[src/rtl/load_store_unit.sv]
// load_store_unit: MEM-stage initiator that maps pipeline loads/stores onto a
// word-wide data-memory port; sub-word stores are done as read-modify-write.
module load_store_unit_checker (
  input logic       Clk,
  input logic       Reset,
  input logic       Done,
  input logic       MemRead,
  input logic       MemWrite,
  input logic [1:0] mem_addr_lsb
);
  a_rd_wr_exclusive: assert property (@(posedge Clk) disable iff (Reset) !(MemRead && MemWrite));
  a_done_pulse:      assert property (@(posedge Clk) disable iff (Reset) Done |=> !Done);
  a_word_address:    assert property (@(posedge Clk) disable iff (Reset) mem_addr_lsb == 2'b00);
endmodule

module load_store_unit #(
  parameter int READ_LAT = 1,
  parameter int ADDR_W   = 32
) (
  input  logic              Clk,
  input  logic              Reset,
  input  logic              ReqValid,
  input  logic [2:0]        ReqOp,
  input  logic [ADDR_W-1:0] ReqAddr,
  input  logic [31:0]       ReqWData,
  output logic              Stall,
  output logic              Done,
  output logic [31:0]       LoadData,
  output logic              AddrErr,
  output logic [ADDR_W-1:0] MemAddress,
  output logic [31:0]       MemWriteData,
  output logic              MemWrite,
  output logic              MemRead,
  input  logic [31:0]       MemReadData
);
  localparam logic [2:0] OP_LW  = 3'b000;
  localparam logic [2:0] OP_LH  = 3'b001;
  localparam logic [2:0] OP_LHU = 3'b010;
  localparam logic [2:0] OP_LB  = 3'b011;
  localparam logic [2:0] OP_LBU = 3'b100;
  localparam logic [2:0] OP_SW  = 3'b101;
  localparam logic [2:0] OP_SH  = 3'b110;
  localparam logic [2:0] OP_SB  = 3'b111;

  localparam logic [1:0] RD_LAST = 2'(READ_LAT - 1);

  typedef enum logic [2:0] {
    S_IDLE  = 3'd0,
    S_RD    = 3'd1,
    S_MERGE = 3'd2,
    S_WR    = 3'd3,
    S_DONE  = 3'd4
  } state_t;

  function automatic logic req_aligned(input logic [2:0] op, input logic [1:0] lsb);
    logic ok;
    case (op)
      OP_LW, OP_SW:         ok = (lsb == 2'b00);
      OP_LH, OP_LHU, OP_SH: ok = (lsb[0] == 1'b0);
      default:              ok = 1'b1;
    endcase
    return ok;
  endfunction

  function automatic logic [7:0] pick_byte(input logic [31:0] word, input logic [1:0] lsb);
    logic [7:0] b;
    case (lsb)
      2'd0:    b = word[7:0];
      2'd1:    b = word[15:8];
      2'd2:    b = word[23:16];
      default: b = word[31:24];
    endcase
    return b;
  endfunction

  function automatic logic [15:0] pick_half(input logic [31:0] word, input logic upper);
    logic [15:0] h;
    if (upper) begin
      h = word[31:16];
    end else begin
      h = word[15:0];
    end
    return h;
  endfunction

  function automatic logic [31:0] extend_load(input logic [31:0] word, input logic [2:0] op,
                                              input logic [1:0] lsb);
    logic [31:0] r;
    logic [7:0]  b;
    logic [15:0] h;
    b = pick_byte(word, lsb);
    h = pick_half(word, lsb[1]);
    case (op)
      OP_LB:   r = {{24{b[7]}}, b};
      OP_LBU:  r = {24'h000000, b};
      OP_LH:   r = {{16{h[15]}}, h};
      OP_LHU:  r = {16'h0000, h};
      default: r = word;
    endcase
    return r;
  endfunction

  function automatic logic [31:0] merge_store(input logic [31:0] word, input logic [15:0] wdata,
                                              input logic [2:0] op, input logic [1:0] lsb);
    logic [31:0] r;
    r = word;
    if (op == OP_SB) begin
      case (lsb)
        2'd0:    r[7:0]   = wdata[7:0];
        2'd1:    r[15:8]  = wdata[7:0];
        2'd2:    r[23:16] = wdata[7:0];
        default: r[31:24] = wdata[7:0];
      endcase
    end else if (op == OP_SH) begin
      if (lsb[1]) begin
        r[31:16] = wdata;
      end else begin
        r[15:0] = wdata;
      end
    end else begin
      r = word;
    end
    return r;
  endfunction

  state_t             state_r;
  state_t             state_nxt_s;
  logic [2:0]         op_r;
  logic [1:0]         lsb_r;
  logic [15:0]        wdata_r;
  logic [31:0]        rdata_r;
  logic [1:0]         cnt_r;
  logic               aligned_s;
  logic               accept_s;
  logic               rd_last_s;
  logic               op_is_load_s;

  logic               mem_read_r,   mem_read_nxt_s;
  logic               mem_write_r,  mem_write_nxt_s;
  logic               done_r,       done_nxt_s;
  logic               addr_err_r,   addr_err_nxt_s;
  logic [ADDR_W-1:0]  mem_addr_r,   mem_addr_nxt_s;
  logic [31:0]        mem_wdata_r,  mem_wdata_nxt_s;
  logic [31:0]        load_data_r,  load_data_nxt_s;

  assign aligned_s    = req_aligned(ReqOp, ReqAddr[1:0]);
  assign accept_s     = (state_r == S_IDLE) && ReqValid && aligned_s;
  assign rd_last_s    = (state_r == S_RD) && (cnt_r == RD_LAST);
  assign op_is_load_s = (op_r <= OP_LBU);

  // Stall is forced low while Reset is held so an aborted access never freezes the pipeline.
  assign Stall = !Reset && (((state_r != S_IDLE) && (state_r != S_DONE)) || accept_s);

  assign MemRead      = mem_read_r;
  assign MemWrite     = mem_write_r;
  assign Done         = done_r;
  assign AddrErr      = addr_err_r;
  assign MemAddress   = mem_addr_r;
  assign MemWriteData = mem_wdata_r;
  assign LoadData     = load_data_r;

  // state register
  always_ff @(posedge Clk or posedge Reset) begin
    if (Reset) begin
      state_r <= S_IDLE;
    end else begin
      state_r <= state_nxt_s;
    end
  end

  // next-state decode
  always_comb begin
    state_nxt_s = state_r;
    case (state_r)
      S_IDLE: begin
        if (accept_s) begin
          state_nxt_s = (ReqOp == OP_SW) ? S_WR : S_RD;
        end else begin
          state_nxt_s = S_IDLE;
        end
      end
      S_RD: begin
        if (rd_last_s) begin
          state_nxt_s = op_is_load_s ? S_DONE : S_MERGE;
        end else begin
          state_nxt_s = S_RD;
        end
      end
      S_MERGE: state_nxt_s = S_WR;
      S_WR:    state_nxt_s = S_DONE;
      S_DONE:  state_nxt_s = S_IDLE;
      default: state_nxt_s = S_IDLE;
    endcase
  end

  // next values of the registered outputs, derived from the state being entered
  always_comb begin
    mem_read_nxt_s  = (state_nxt_s == S_RD);
    mem_write_nxt_s = (state_nxt_s == S_WR);
    done_nxt_s      = (state_nxt_s == S_DONE);
    addr_err_nxt_s  = (state_r == S_IDLE) && ReqValid && !aligned_s;
    mem_addr_nxt_s  = mem_addr_r;
    mem_wdata_nxt_s = mem_wdata_r;
    load_data_nxt_s = load_data_r;
    case (state_r)
      S_IDLE: begin
        if (accept_s) begin
          mem_addr_nxt_s = {ReqAddr[ADDR_W-1:2], 2'b00};
          if (ReqOp == OP_SW) begin
            mem_wdata_nxt_s = ReqWData;
          end else begin
            mem_wdata_nxt_s = mem_wdata_r;
          end
        end else begin
          mem_addr_nxt_s = mem_addr_r;
        end
      end
      S_RD: begin
        if (rd_last_s && op_is_load_s) begin
          load_data_nxt_s = extend_load(MemReadData, op_r, lsb_r);
        end else begin
          load_data_nxt_s = load_data_r;
        end
      end
      S_MERGE: mem_wdata_nxt_s = merge_store(rdata_r, wdata_r, op_r, lsb_r);
      default: load_data_nxt_s = load_data_r;
    endcase
  end

  // registered memory-side and pipeline-side outputs
  always_ff @(posedge Clk or posedge Reset) begin
    if (Reset) begin
      mem_read_r  <= 1'b0;
      mem_write_r <= 1'b0;
      done_r      <= 1'b0;
      addr_err_r  <= 1'b0;
      mem_addr_r  <= {ADDR_W{1'b0}};
      mem_wdata_r <= 32'h0000_0000;
      load_data_r <= 32'h0000_0000;
    end else begin
      mem_read_r  <= mem_read_nxt_s;
      mem_write_r <= mem_write_nxt_s;
      done_r      <= done_nxt_s;
      addr_err_r  <= addr_err_nxt_s;
      mem_addr_r  <= mem_addr_nxt_s;
      mem_wdata_r <= mem_wdata_nxt_s;
      load_data_r <= load_data_nxt_s;
    end
  end

  // latched request, captured read word and read-latency counter
  always_ff @(posedge Clk or posedge Reset) begin
    if (Reset) begin
      op_r    <= 3'b000;
      lsb_r   <= 2'b00;
      wdata_r <= 16'h0000;
      rdata_r <= 32'h0000_0000;
      cnt_r   <= 2'b00;
    end else begin
      if (accept_s) begin
        op_r    <= ReqOp;
        lsb_r   <= ReqAddr[1:0];
        wdata_r <= ReqWData[15:0];
      end
      if (rd_last_s) begin
        rdata_r <= MemReadData;
      end
      if (state_r == S_RD) begin
        cnt_r <= cnt_r + 2'd1;
      end else begin
        cnt_r <= 2'b00;
      end
    end
  end

  load_store_unit_checker u_checker (
    .Clk          (Clk),
    .Reset        (Reset),
    .Done         (done_r),
    .MemRead      (mem_read_r),
    .MemWrite     (mem_write_r),
    .mem_addr_lsb (mem_addr_r[1:0])
  );
endmodule

[config.mk]
export PLATFORM = sky130hd
export DESIGN_NAME = load_store_unit
export DESIGN_NICKNAME = d
export VERILOG_FILES = /design/src/rtl/load_store_unit.sv
export SDC_FILE = /design/constraint.sdc
export NUM_CORES = 1
export LEC_CHECK = 0
export BUFFER_PORTS_ARGS = -buffer_cell sky130_fd_sc_hd__buf_2
export CAP_MARGIN = 0
export CORE_MARGIN = 2
export CORE_UTILIZATION = 49
export DETAILED_ROUTE_END_ITERATION = 16
export PLACE_DENSITY = 0.75
export SYNTH_ARGS = -nofsm -noshare
export SYNTH_HDL_FRONTEND = slang
export SYNTH_HIERARCHICAL = 1
export SYNTH_SLANG_ARGS = --single-unit
[constraint.sdc]
create_clock -name Clk -period 11.1 [get_ports Clk]
set_clock_uncertainty 0.1 [all_clocks]
set_input_delay 2.22 -clock Clk [delete_from_list [all_inputs] [get_ports Clk]]
set_output_delay 2.22 -clock Clk [all_outputs]
set_load 0.02 [all_outputs]
==> impl_metrics.ini <==
[worst_setup_path]
critPathRequiredTime_ns = 8.78
crit_top_cell = buf_2
critPathKind = in -> out
r2r-end = LoadData[19]$_DFFE_PP0P_
r2r_start = lsb_r[0]$_DFFE_PP0N_
start_kind = input pin
regToRegSetupSlack_ns = 8.41
critPathArrivalTime_ns = 3.18
worstSetupEndpointType = output pin
cp_slowest_cell = nor4b_1
critical_path.max_fanout = 2
worstPathCellList = buf_2 > nor4b_1 > o21ai_4 > a21oi_1 > buf_2
crit_buf_inv = 2
critical_path.max_stage_delay_ns = 0.46
worstRegToRegCells = 4
crit_family = simple AND/OR/NAND/NOR gates

[clock_tree]
post_cts_buffers = 0
htreeDepth = 4
clk_latency_ns = 0.42
cts_resized = 0
holdBufCountCts = 0
cts_num_sinks = 156
ctsLongestPathBuffers = 2
cts_inserted_buffers = 17
root_buffer = clkbuf_16
clk_pin_slew_ns = 0.06
tritoncts = done

[drt]
drc = 0
viasPerCell = 5.76
drtAntennaViolNets = 0
drtIter0Drc = 425
wirelength_mm = 20.4
drt_first_pass_iters = 5
vias = 6116
wl_per_cell_um = 19.2

[yosys]
synth_area_per_cell_um2 = 10.8
synth_edf_count = 0
ys_ff_latch = 156
netlist_top_cells_area = dfrtp_1 (53%), mux2_2 (9.9%), nand2_1 (7.7%)
synth.distinct_cells = 55
synth_cells = 680
synthDominantCellAreaShare_pct = 53.0
syn-cell-area_um2 = 7360
ys.flop_type = dfrtp_1
yosys.cell_count.top_type = dfrtp_1
async_reset_ff_share_pct = 100
ys_warn_count = 6
yosysSeqAreaShare_pct = 53.0
netlist_top_cells_count = dfrtp_1 (156), nand2_1 (151), mux2_2 (65), mux2i_1 (32), a21oi_1 (30)
yosys.area.top_type = dfrtp_1

[global_routing]
grt_pass1_wl_mm = 32.7
grt_pass1_vias = 5990
globalRouteOverflowTotal = 0
antenna_found_initial = 2
grt_max_degree = 84
gr-usage-all-layers_pct = 26.0

[floorplan]
pin_count = 203
die_w_um = 127
rows = 44
initial_core_util_pct = 50.5
coreArea_um2 = 14600
fp.dieArea_um2 = 16000
die-height_um = 127

[finish]
drive_above_1_share_pct = 37.6
final_cells = 1061
design.final.nets = 965
fin_util_pct = 62.3
syn2layout_area_growth_pct = 23.5

[sta]
slew_violations = 0
hold_viol_final = 0
hold-worst-slack_ns = 0.341
setup_tns_ns = 0
period_minus_slack_ns = 5.50
min_period_over_period_pct = 49.5
rsz0062_at_grt = no
worst_slew_pin_slew_ns = 0.987
max_freq_mhz = 182
setup_viol = 0
relSlewSlack_pct = 34.0

[hold_path]
min_path_cells = 1
hold_end = cnt_r[0]$_DFF_PP0_
min_from = cnt_r[0]$_DFF_PP0_
hp-class = reg -> reg

[pwr]
ir_drop_mv = 0.182
cellPowerDensity_nw_per_um2 = 339
p_leak_nw = 4.36

[outcome]
status = finished clean

[placed_design]
dp_cells = 1027
gp_congestion = 0.865
hpwlAfterDp_mm = 14.2
io_buffers = 200

[job]
cap_violations = 0
==> sequential cells by signal, summed over array words and instances (netlist names) <==
register	cells
rdata_r	32
op_r	3
Done	1
lsb_r	2
MemWrite	1
MemRead	1
MemAddress	30
AddrErr	1
state_r	3
cnt_r	2
MemWriteData	32
LoadData	32
wdata_r	16
==> metrics by stage <==
| stage | total power, mW | cell area, µm² | worst slack [ns] |
|---|---|---|---|
| 3_3_place_gp | 2.43 | 8450 | 5.60 |
| 3_5_place_dp | 2.46 | 8450 | 5.59 |
| 4_1_cts | 3.10 | 9090 | 5.59 |
| 6_report | 3.09 | 9090 | 5.60 |
| 5_1_grt | 3.28 | 9090 | 5.47 |
| 2_1_floorplan | 2.04 | 7370 | 4.57 |
==> power by group <==
part / leakage (nW) / internal (mW) / switching [mW] / total, mW
Clock: 0.292 / 0.383 / 0.237 / 0.620
Sequential: 1.88 / 0.854 / 0.232 / 1.09
Combinational: 2.20 / 0.570 / 0.811 / 1.38
Total: 4.36 / 1.81 / 1.28 / 3.09
==> worst max-delay path by stage <==
stage | from | to | slack [ns] | cells past startpoint
after floorplan | Reset | AddrErr$_DFF_PP0_ | 4.57 | 1
after global placement | ReqValid | Stall | 5.60 | 5
after detailed placement | ReqValid | Stall | 5.59 | 5
after CTS | ReqValid | Stall | 5.59 | 5
after global routing | ReqValid | Stall | 5.47 | 5
final | ReqValid | Stall | 5.60 | 5
==> per-layer routing <==
| metal | GRT usage, % | share of wire (%) | wire length (µm) | vias to the layer above |
|---|---|---|---|---|
| met1 | 36.3 | 43 | 8690 | 3033 |
| met4 | 8.99 | 1.6 | 325 | 0 |
| li1 | - | - | - | 2784 |
| met3 | 5.95 | 6.7 | 1370 | 26 |
| met2 | 40.4 | 49 | 9980 | 273 |
| met5 | 0 | 0 | 0 | - |
==> placed cells by master, fill, tap and decap left out, types with 5 or more instances in the layout <==
cell	n
a21oi_1	30
a221oi_1	8
a22oi_1	11
a2bb2oi_1	6
a31oi_1	9
buf_2	200
buf_4	11
clkbuf_16	17
clkinvlp_4	5
dfrtp_1	156
inv_1	7
mux2_2	65
mux2i_1	32
mux4_2	8
nand2_1	151
nand2b_1	10
nor2_1	22
nor3b_1	5
o211ai_1	12
o21ai_0	19
o21ai_1	11
o221ai_1	9
o22ai_1	15
==> cells by family (layout without fill, tap and decap cells) <==
| kind of cell | count (synthesis) | after routing | share of synthesized area [%] |
|---|---|---|---|
| buffers and inverters | 58 | 252 | 3.99 |
| muxes | 105 | 105 | 16.7 |
| AOI/OAI and AO/OA | 148 | 148 | 13.4 |
| DFF | 156 | 156 | 53.0 |
| xor gates and xnor gates | 2 | 2 | 0.238 |
| adders and majority gates | 1 | 1 | 0.170 |
| and+or+nand+nor | 209 | 209 | 12.4 |
| other | 1 | 4 | 0.0509 |
==> cell type report <==
cell class / instances / area [µm²]
multi-input cells: 467 / 3200
diodes: 2 / 5.00
repair buffers: 211 / 1080
inverters: 9 / 41.3
well taps: 184 / 230
flip-flops and latches: 156 / 3900
clock buffers: 19 / 443
clock inverters: 13 / 193
fillers: 1206 / 5490
==> worst reg2reg max path, delay by kind of cell (launching register included) <==
kind | cells | cell delay [ns]
mux | 1 | 0.64
compound gates | 3 | 1.02
flops | 1 | 0.78
(Power assumes the default switching activity.)
